### config.mk
export PLATFORM = sky130hd
export DESIGN_NAME = lsu_mem_stage
export DESIGN_NICKNAME = d
export VERILOG_FILES = /design/src/rtl/lsu_mem_stage.sv
export SDC_FILE = /design/constraint.sdc
export NUM_CORES = 1
export LEC_CHECK = 0
export ABC_AREA = 1
export BUFFER_PORTS_ARGS = -buffer_cell sky130_fd_sc_hd__buf_4
export CORE_AREA = 8 8 186 188
export DETAILED_ROUTE_END_ITERATION = 10
export DIE_AREA = 0 0 194 196
export PLACE_DENSITY = 0.72
export RECOVER_POWER = 100
export SLEW_MARGIN = 15
export SYNTH_ARGS = -nofsm -noshare
export SYNTH_HDL_FRONTEND = slang
export SYNTH_SLANG_ARGS = --single-unit
### constraint.sdc
create_clock -name clk -period 23 [get_ports clk]
set_clock_uncertainty 0.05 [all_clocks]
set_input_delay 6.9 -clock clk [delete_from_list [all_inputs] [get_ports clk]]
set_output_delay 6.9 -clock clk [all_outputs]
set_load 0.03 [all_outputs]
### src/rtl/lsu_mem_stage.sv
// RV64I memory-access stage: legality/alignment check, single-outstanding dmem
// handshake, store lane steering and load right-alignment for the downstream filter.
module lsu_mem_stage #(
  parameter int XLEN      = 64,
  parameter int NREG_BITS = 5
) (
  input  logic                 clk,
  input  logic                 rst,
  input  logic                 req_valid,
  output logic                 req_ready,
  input  logic                 is_load,
  input  logic                 is_store,
  input  logic [2:0]           func3,
  input  logic [XLEN-1:0]      addr,
  input  logic [XLEN-1:0]      store_data,
  input  logic [NREG_BITS-1:0] rd_idx,
  output logic                 dmem_req_valid,
  input  logic                 dmem_req_ready,
  output logic                 dmem_we,
  output logic [XLEN-1:0]      dmem_addr,
  output logic [7:0]           dmem_wstrb,
  output logic [XLEN-1:0]      dmem_wdata,
  input  logic                 dmem_rvalid,
  input  logic [XLEN-1:0]      dmem_rdata,
  output logic                 ld_valid,
  output logic [2:0]           ld_func3,
  output logic [XLEN-1:0]      ld_data,
  output logic [NREG_BITS-1:0] ld_rd,
  output logic                 st_done,
  output logic                 exc_valid,
  output logic [1:0]           exc_cause,
  output logic [XLEN-1:0]      exc_addr
);

  typedef enum logic [1:0] {
    IDLE = 2'b00,
    REQ  = 2'b01,
    WAIT = 2'b10
  } state_t;

  state_t                 state_q;
  logic                   req_ready_q;
  logic                   dmem_req_valid_q;
  logic                   dmem_we_q;
  logic [XLEN-1:0]        dmem_addr_q;
  logic [7:0]             dmem_wstrb_q;
  logic [XLEN-1:0]        dmem_wdata_q;
  logic                   ld_valid_q;
  logic [2:0]             ld_func3_q;
  logic [XLEN-1:0]        ld_data_q;
  logic [NREG_BITS-1:0]   ld_rd_q;
  logic                   st_done_q;
  logic                   exc_valid_q;
  logic [1:0]             exc_cause_q;
  logic [XLEN-1:0]        exc_addr_q;
  logic [2:0]             func3_q;
  logic [NREG_BITS-1:0]   rd_q;
  logic [2:0]             off_q;

  logic [2:0]             size_mask_d;
  logic [1:0]             cause_d;
  logic [7:0]             strb_d;
  logic [XLEN-1:0]        wdata_d;

  function automatic logic [7:0] strobe(input logic [1:0] size, input logic [2:0] off);
    case (size)
      2'b00:   strobe = 8'h01 << off;
      2'b01:   strobe = 8'h03 << off;
      2'b10:   strobe = 8'h0F << off;
      2'b11:   strobe = 8'hFF;
      default: strobe = 8'h00;
    endcase
  endfunction

  // Decode the incoming op: cause 00 means legal; illegal outranks misaligned.
  always_comb begin
    case (func3[1:0])
      2'b00:   size_mask_d = 3'b000;
      2'b01:   size_mask_d = 3'b001;
      2'b10:   size_mask_d = 3'b011;
      2'b11:   size_mask_d = 3'b111;
      default: size_mask_d = 3'b000;
    endcase
    if ((is_load == is_store) || (is_store && func3[2]) || (is_load && (func3 == 3'b111))) begin
      cause_d = 2'b11;
    end else if ((addr[2:0] & size_mask_d) != 3'b000) begin
      cause_d = is_load ? 2'b01 : 2'b10;
    end else begin
      cause_d = 2'b00;
    end
    if (is_load) begin
      strb_d  = 8'h00;
      wdata_d = '0;
    end else begin
      strb_d  = strobe(func3[1:0], addr[2:0]);
      wdata_d = store_data << {addr[2:0], 3'b000};
    end
  end

  // Transaction FSM with all outputs registered; pulse outputs self-clear each cycle.
  always_ff @(posedge clk or posedge rst) begin
    if (rst) begin
      state_q          <= IDLE;
      req_ready_q      <= 1'b1;
      dmem_req_valid_q <= 1'b0;
      dmem_we_q        <= 1'b0;
      dmem_addr_q      <= '0;
      dmem_wstrb_q     <= 8'h00;
      dmem_wdata_q     <= '0;
      ld_valid_q       <= 1'b0;
      ld_func3_q       <= 3'b000;
      ld_data_q        <= '0;
      ld_rd_q          <= '0;
      st_done_q        <= 1'b0;
      exc_valid_q      <= 1'b0;
      exc_cause_q      <= 2'b00;
      exc_addr_q       <= '0;
      func3_q          <= 3'b000;
      rd_q             <= '0;
      off_q            <= 3'b000;
    end else begin
      ld_valid_q  <= 1'b0;
      st_done_q   <= 1'b0;
      exc_valid_q <= 1'b0;
      case (state_q)
        IDLE: begin
          if (req_valid) begin
            func3_q <= func3;
            rd_q    <= rd_idx;
            off_q   <= addr[2:0];
            if (cause_d != 2'b00) begin
              exc_valid_q <= 1'b1;
              exc_cause_q <= cause_d;
              exc_addr_q  <= addr;
            end else begin
              state_q          <= REQ;
              req_ready_q      <= 1'b0;
              dmem_req_valid_q <= 1'b1;
              dmem_we_q        <= is_store;
              dmem_addr_q      <= {addr[XLEN-1:3], 3'b000};
              dmem_wstrb_q     <= strb_d;
              dmem_wdata_q     <= wdata_d;
            end
          end else begin
            state_q <= IDLE;
          end
        end
        REQ: begin
          if (dmem_req_ready) begin
            dmem_req_valid_q <= 1'b0;
            if (dmem_we_q) begin
              state_q     <= IDLE;
              req_ready_q <= 1'b1;
              st_done_q   <= 1'b1;
            end else begin
              state_q <= WAIT;
            end
          end else begin
            state_q <= REQ;
          end
        end
        WAIT: begin
          if (dmem_rvalid) begin
            state_q     <= IDLE;
            req_ready_q <= 1'b1;
            ld_valid_q  <= 1'b1;
            ld_data_q   <= dmem_rdata >> {off_q, 3'b000};
            ld_func3_q  <= func3_q;
            ld_rd_q     <= rd_q;
          end else begin
            state_q <= WAIT;
          end
        end
        default: begin
          state_q          <= IDLE;
          req_ready_q      <= 1'b1;
          dmem_req_valid_q <= 1'b0;
        end
      endcase
    end
  end

  assign req_ready      = req_ready_q;
  assign dmem_req_valid = dmem_req_valid_q;
  assign dmem_we        = dmem_we_q;
  assign dmem_addr      = dmem_addr_q;
  assign dmem_wstrb     = dmem_wstrb_q;
  assign dmem_wdata     = dmem_wdata_q;
  assign ld_valid       = ld_valid_q;
  assign ld_func3       = ld_func3_q;
  assign ld_data        = ld_data_q;
  assign ld_rd          = ld_rd_q;
  assign st_done        = st_done_q;
  assign exc_valid      = exc_valid_q;
  assign exc_cause      = exc_cause_q;
  assign exc_addr       = exc_addr_q;

endmodule
==> metrics.txt <==
Worst Max-Slew Pin Slew=6.19 ns; WP data arrival=14.71 ns; Mapped Cells=1852; peak fanout along the critical path=105; top post-synthesis cells by area=dfrtp_1, nand2_1, o21ai_0; Slew Viols, Final=812; Avg Cell Area, Syn=7.57 um^2; Largest delay share family, worst path=buffers and inverters; Clock Power Share=27.6%; RePlAce Congestion=0.913; Core Rows=66; initial antenna violation count=1; CP Data Required Time=23.13 ns; Critical-path top delay cell=clkbuf_1; Worst Setup SP=addr[0]; post-CTS setup buffer count=0; Slew headroom=-315%; Yosys top cell by area=dfrtp_1; Distinct cells, synth=29; Final period util=63.4%; Max clock buf depth=3; hold endpoint=ld_func3[1]; final WL=53300 um; clk root buf=clkbuf_16; Yosys reg bits=290; nets=2479; synth cell count leaders=nand2_1, dfrtp_1, o21ai_0; vias in the first global route=14100; multiplexer share of the synthesized area=0%; Worst R2R Setup Slack=16.32 ns; antenna-violating nets left=0; cell area power density=119 nW/um^2; largest net degree at the start of global routing=145; Die X=194 um; Worst-path clk slew=0.06 ns; TritonRoute pass-1 iters=5; core area=31900 um^2; critical-path cell list=clkbuf_1, nand2_1, nand2_1, nor2_1, nand3_1, clkbuf_1, o21ai_0; Fmax=68.6 MHz; Post-synth EDFFs=0; gr ovfl total=0; Synth Area in XOR/XNOR=0%; Bufs and invs on worst path=2; DR iter-0 viols=1346; Final Power=2.12 mW; first-pass GRT wire length=82300 um; yosys warns=0; # IOs=487; Initial Util=44.0%; r2r worst-path depth=6; Post-CTS Resized=0; detailed-route wire length per cell=19.7 um; net switching power=0.902 mW; r2r endpoint=exc_valid; Total GRT Usage=27.0%; setup violators final=0; CTS tree=yes; Combinational Power Share=36.5%; worst r2r src=state_q[1]; Area growth syn-to-layout=27.3%; Pint=1.22 mW; port bufs=483; WHS Path Cells=2; Die Y=196 um; Post-Synth Simple-Gate Area=33.2%; Worst setup SP type=input port; status=finished, violations left; Synth Area in Adders=0.268%; Crit Path Class=input port to register; Sw Share=42.6%; via count=14400; Clock Sinks=290; clk_lat worst skew=0.51 ns; Seq/Total Area, Yosys=51.7%; ys async rst share=100%; Static Leak=9.15 nW; Post-DP HPWL=38400 um; setup_tns=0 ns; layout cells sized above 1=13.8%; VDD IR-drop max=50.4 uV; total CTS buffers=34; Hold WC Path Type=register to register; most common cell in the synthesized netlist=nand2_1; area fraction in compound gates after synthesis=9.21%; ys flop type=dfrtp_1; Critical Path Sink Type=register; vias per cell=5.31; CTS Hold Bufs=0; Max Cap Viol=11; Hold Crit Start=ld_func3[1]; DRC=0; slowest stage delay, CP=3.18 ns; die footprint=38000 um^2; minimum clock period=14.58 ns; H-tree depth=2; RSZ-0062 raised after global routing=false; Yosys top cell area share=51.6%; sequential power share=35.9%; Post-Syn Area=14000 um^2; Hold Fails Final Rpt=0; violated checks=capacitance limit, slew limit; main combinational cell family by area after synthesis=simple AND/OR/NAND/NOR gates
[cell usage in the layout, fill, tap and decap left out, types with 5 or more instances in the layout]
cell type	netlist	layout
clkbuf_1	62	290
o21ai_0	150	157
a22oi_1	8	8
inv_1	47	48
or2_2	37	37
buf_4	7	209
a22o_1	8	8
nor2_1	33	34
clkbuf_8	0	10
bufinv_16	0	5
nand4_1	10	10
clkbuf_16	0	35
o211ai_1	43	43
dfrtp_1	289	288
a21oi_1	7	7
nand2_1	964	964
nand3_1	105	106
[registers in the layout, indices dropped and copies added (netlist names)]
register and flops:
dmem_wstrb 8, dmem_wdata 64, ld_data 64, rd_q 5, exc_valid 1, func3_q 3, exc_addr 64, state_q 2
dmem_addr 61, dmem_req_valid 1, off_q 3, ld_func3 3, exc_cause 2, st_done 1, ld_rd 5, ld_valid 1
req_ready 1, dmem_we 1
[how the worst max path moves through the flow]
stage / end / slack (ns) / cells after the start
global route: ld_data[26] / 7.27 / 4
floorplan: dmem_addr[10] / 8.05 / 1
detailed placement: ld_data[10] / 13.12 / 4
global placement: ld_data[25] / 13.16 / 4
CTS: ld_data[26] / 13.64 / 4
finish: dmem_wdata[17] / 8.42 / 7
[metal layers]
layer  up-vias  part of all wire [%]  global-route usage, %
li1       6722                     -                      -
met1      6870                    40                   34.0
met2       660                    48                   45.6
met3       109                   8.4                   6.37
met4         0                   3.4                   8.74
met5         -                     0                      0
[power groups by stage]
| stage | Clock, mW | Sequential (mW) | Combinational [mW] |
|---|---|---|---|
| finish | 0.585 | 0.760 | 0.772 |
| global route | 0.617 | 0.778 | 0.835 |
| CTS | 0.596 | 0.761 | 0.901 |
| detailed placement | 0 | 0.767 | 0.900 |
| global placement | 0 | 0.763 | 0.890 |
| floorplan | 0 | 1.03 | 0.243 |
[cell families (layout without fill, tap and decap cells)]
| logic type | after synthesis | in the layout |
|---|---|---|
| flops | 290 | 290 |
| fa+ha+maj | 3 | 3 |
| other cells | 1 | 4 |
| buf+inv | 172 | 612 |
| simple gates | 1160 | 1160 |
| compound gates | 226 | 226 |
[area by class of cell]
cell class                 instances  area [um^2]
timing repair buffer             497         2660
tap                              408          510
inverter                          54          204
fill                            3232        14000
antenna                            1         2.50
clock buffer                      49         1030
clock inverter                    12          210
multi-input combinational       1392         5980
sequential                       290         7260
[through the flow]
stage	util [%]	cells	instance area [um^2]	worst slack [ns]	hold WS, ns
2_1_floorplan	-	1854	14000	8.05	0.400
3_3_place_gp	55.6	2641	17700	13.16	0.402
5_1_grt	56.0	2703	17900	7.27	0.438
6_report	56.0	2703	17900	8.42	0.417
4_1_cts	59.5	2702	19000	13.64	0.425
3_5_place_dp	55.6	2641	17700	13.12	0.411
[worst min-delay path, delay by kind of cell (launching register included)]
| family | cells | cell delay (ns) |
|---|---|---|
| flip-flops | 1 | 0.34 |
| AND/OR/NAND/NOR | 2 | 0.09 |
No activity file was read; power rests on OpenSTA's default activity.
